==> src/rtl/fifo_rd_ctrl.sv <==
// Read-side controller for sync_FIFO: 2-entry skid buffer turning re/empty/dout into valid/ready.
// Optional 16-bit delivered-word counter on rd_cnt when FIFO_RD_CNT_EN is defined.
module fifo_rd_ctrl #(
    parameter int unsigned WIDTH = 8
) (
    input  logic             clk,
    input  logic             rst_n,
    input  logic             flush,
    input  logic             fifo_empty,
    input  logic [WIDTH-1:0] fifo_dout,
    output logic             fifo_re,
    output logic             out_valid,
    input  logic             out_ready,
    output logic [WIDTH-1:0] out_data
`ifdef FIFO_RD_CNT_EN
    ,
    output logic [15:0]      rd_cnt
`endif
);

    logic [WIDTH-1:0] mem0_q;
    logic [WIDTH-1:0] mem1_q;
    logic             head_q;
    logic [1:0]       cnt_q;
    logic             inflight_q;

    logic             pop;
    logic [1:0]       occ;
    logic             wr_idx;

    assign pop       = out_valid & out_ready;
    assign occ       = cnt_q + {1'b0, inflight_q};
    assign wr_idx    = head_q ^ cnt_q[0];
    assign out_valid = (cnt_q != 2'd0);
    assign out_data  = head_q ? mem1_q : mem0_q;

    // A pop frees a slot in the same cycle, so a full buffer can still issue a read.
    assign fifo_re = rst_n & ~flush & ~fifo_empty & ((occ < 2'd2) | pop);

    always_ff @(posedge clk or negedge rst_n) begin
        if (!rst_n) begin
            mem0_q     <= '0;
            mem1_q     <= '0;
            head_q     <= 1'b0;
            cnt_q      <= 2'd0;
            inflight_q <= 1'b0;
        end else if (flush) begin
            // The word returning this cycle belongs to a discarded read; drop it.
            head_q     <= 1'b0;
            cnt_q      <= 2'd0;
            inflight_q <= 1'b0;
        end else begin
            inflight_q <= fifo_re;
            if (inflight_q) begin
                if (wr_idx) begin
                    mem1_q <= fifo_dout;
                end else begin
                    mem0_q <= fifo_dout;
                end
            end
            case ({inflight_q, pop})
                2'b10: cnt_q <= cnt_q + 2'd1;
                2'b01: begin
                    cnt_q  <= cnt_q - 2'd1;
                    head_q <= ~head_q;
                end
                2'b11: head_q <= ~head_q;
                default: ;
            endcase
        end
    end

`ifdef FIFO_RD_CNT_EN
    logic [15:0] rd_cnt_q;

    always_ff @(posedge clk or negedge rst_n) begin
        if (!rst_n) begin
            rd_cnt_q <= 16'd0;
        end else if (pop) begin
            rd_cnt_q <= rd_cnt_q + 16'd1;
        end
    end

    assign rd_cnt = rd_cnt_q;
`endif

endmodule

==> config.mk <==
export PLATFORM = sky130hd
export DESIGN_NAME = fifo_rd_ctrl
export DESIGN_NICKNAME = d
export VERILOG_FILES = /design/src/rtl/fifo_rd_ctrl.sv
export SDC_FILE = /design/constraint.sdc
export NUM_CORES = 1
export LEC_CHECK = 0
export ABC_AREA = 1
export BUFFER_PORTS_ARGS = -buffer_cell sky130_fd_sc_hd__buf_2
export CAP_MARGIN = 20
export CORE_MARGIN = 2
export CORE_UTILIZATION = 56
export CTS_CLUSTER_DIAMETER = 50
export DETAILED_ROUTE_END_ITERATION = 10
export GPL_TIMING_DRIVEN = 0
export PLACE_DENSITY_LB_ADDON = 0.15
export SLEW_MARGIN = 10
export SYNTH_ARGS = -nofsm -noshare
export SYNTH_HDL_FRONTEND = slang
export SYNTH_SLANG_ARGS = --single-unit
==> constraint.sdc <==
create_clock -name clk -period 2.3 [get_ports clk]
set_clock_uncertainty 0.2 [all_clocks]
set_input_delay 0.69 -clock clk [delete_from_list [all_inputs] [get_ports clk]]
set_output_delay 0.69 -clock clk [all_outputs]
set_load 0.03 [all_outputs]
==> qor.yml <==
critical_path:
  rr_worst_depth: 8
  worstPathRequired_ns: 1.41
  cp.arrival_ns: 1.32
  end_kind: "output pin"
  rrSetupSlack_ns: 0.77
  crit_type: "input port to output pin"
  crit_fanout: 6
  start_kind: "input port"
route:
  drcViolationCount: 0
  post_drt_wl_per_cell_um: 10.52
  vias: 827
  ant_nets: 0
  drt_iter0_drc: 12
  drt-total-wl_um: 1841
  drtPass1Iterations: 4
  viasPerCell: 4.726
logic_synthesis:
  ys_warn_count: 0
  syn_avg_cell_area_um2: 8.441
  synth_top_area_share_pct: 47.06
  yosysSeqAreaShare_pct: 47.06
  synth-seq-cells: 20
  synth_cell_types: 17
  synthTopCellsByArea: "dfrtp_1, nand2_1, o21ai_2"
  syn_area_um2: 1064
  syn_inst: 126
  syn_nets: 139
  synth.largest_area_cell: "dfrtp_1"
layout:
  utilization_pct: 70.35
  num-nets-final: 165
  syn2layout_area_growth_pct: 16.71
  n_antenna_cell: 0
  mostFrequentLayoutCell: "nand2_1"
  drive_above_1_share_pct: 37.33
  final_area_um2: 1241
  final_cell_mix: "nand2_1, buf_2, dfrtp_1"
  final_cells: 175
grt:
  antenna_found_initial: 0
  grt_max_degree: 22
  grt_use_total_pct: 18.28
  grt_pass1_wl_um: 2987
  grt_pass1_vias: 709
  grt_overflow: 0
pwr:
  pwr-share-clk_pct: 14.0
  cellInternalPower_uw: 668.0
  p_sw_share_pct: 39.00
  combPwrFrac_pct: 39.2
  cellLeakagePower_nw: 0.6887
  pwr-share-seq_pct: 46.7
  power.switching_uw: 427.1
  fin_total_pwr_mw: 1.095
  ir_drop_v: 0.0005172
  power_density_nw_per_um2: 882.3
die:
  ios: 23
  die-area_um2: 2264
  start_util_pct: 60.28
  row_count: 15
  die_w_um: 47.58
  core_area_um2: 1764
  die_h_um: 47.58
clock_network:
  numCtsBuffers: 3
  path_clk_slew_ns: 0.10
  cts_tree: "built"
  clk_path_buf_depth: 2
  cts.repair_timing.setup_buffer_count: 0
  clock_sinks: 20
  htree_levels: 1
  clockRootBuffer: "clkbuf_4"
  insertion_delay_ns: 0.28
placed_design:
  globalplace.congestion: 0.7235
  place_area_um2: 1205
  dp_cells: 173
  post-place-ws_ns: -0.2327
  portBuffers: 22
  dp_hpwl_um: 1373
sta:
  fin_ws_ns: 0.08939
  rsz0062_at_grt: "false"
  holdWs_ns: 0.007629
  relSlewSlack_pct: 84.16
  hold_viol_final: 0
  setup_tns_ns: 0
  final-max-slew-violation-count: 0
  finalSetupViolations: 0
  worst_slew_pin_slew_ns: 0.2375
  period_needed_ns: 2.211
  fin_crit_sh_pct: 96.11
  fmax_mhz: 452.4
run_status:
  status: "complete, no violations"
run:
  drv_cap: 0
worst_hold_path:
  hold_class: "input port to asynchronous set/reset pin"
==> per-layer routing <==
metal / track usage (%) / routed length [um] / vias up
met4: 3.243 / 6 / 0
li1: - / - / 440
met3: 2.642 / 77 / 2
met1: 24.29 / 843 / 371
met2: 32.16 / 914 / 14
met5: 0 / 0 / -
==> worst paths after layout <==
path | start | end
setup / recovery | flush | fifo_re
hold / removal | rst_n | mem1_q[6]
setup reg to reg | head_q | mem0_q[6]
hold reg to reg | mem1_q[7] | mem1_q[7]
max in group asynchronous | rst_n | cnt_q[0]
min in group clk | mem1_q[7] | mem1_q[7]
==> flip-flops by register name, summed over array words and instances, names as in the netlist <==
| name | count |
|---|---|
| head_q | 1 |
| mem0_q | 8 |
| inflight_q | 1 |
| cnt_q | 2 |
| mem1_q | 8 |
==> what timing repair did <==
action,CTS,global route
resized for setup,3,6
hold buffers,0,0
setup endpoints to repair,9,9
==> cells in the mapped netlist <==
| cell | instances |
|---|---|
| o21ai_0 | 2 |
| nand4_1 | 4 |
| nor2_4 | 1 |
| nand3_4 | 1 |
| nand2_2 | 5 |
| dfrtp_1 | 20 |
| nand2_1 | 50 |
| buf_2 | 2 |
| a21oi_1 | 2 |
| buf_12 | 1 |
| o21ai_2 | 16 |
| buf_6 | 1 |
| nand2_4 | 1 |
| inv_1 | 14 |
| nor2_1 | 2 |
| inv_2 | 2 |
| nand3_1 | 2 |
==> power groups by stage <==
stage | clock, mW | combinational, mW | sequential (mW)
floorplan | 0 | 0.336 | 0.506
global placement | 0 | 0.421 | 0.514
detailed placement | 0 | 0.432 | 0.518
CTS | 0.162 | 0.432 | 0.511
global route | 0.169 | 0.479 | 0.524
finish | 0.154 | 0.429 | 0.512
==> cells by family after synthesis <==
family | after synthesis | synth area share, %
simple gates | 66 | 28.35
flops | 20 | 47.06
compound gates | 20 | 15.06
buf+inv | 20 | 9.530
==> worst max-delay path: stages <==
cell and delay, ns:
buf_2 0.14, inv_4 0.08, nand2_1 0.05, nor2_1 0.09, nand2_1 0.08, inv_1 0.05, buf_4 0.15
==> layout make-up <==
| type | count | area [um^2] |
|---|---|---|
| fill | 175 | 523.0 |
| inverter | 16 | 65.06 |
| clock buffer | 3 | 22.52 |
| timing repair buffer | 22 | 122.6 |
| buffer | 3 | 36.28 |
| sequential | 20 | 501.7 |
| tap | 25 | 31.28 |
| multi-input combinational | 86 | 461.7 |
(Power assumes the default switching activity.)
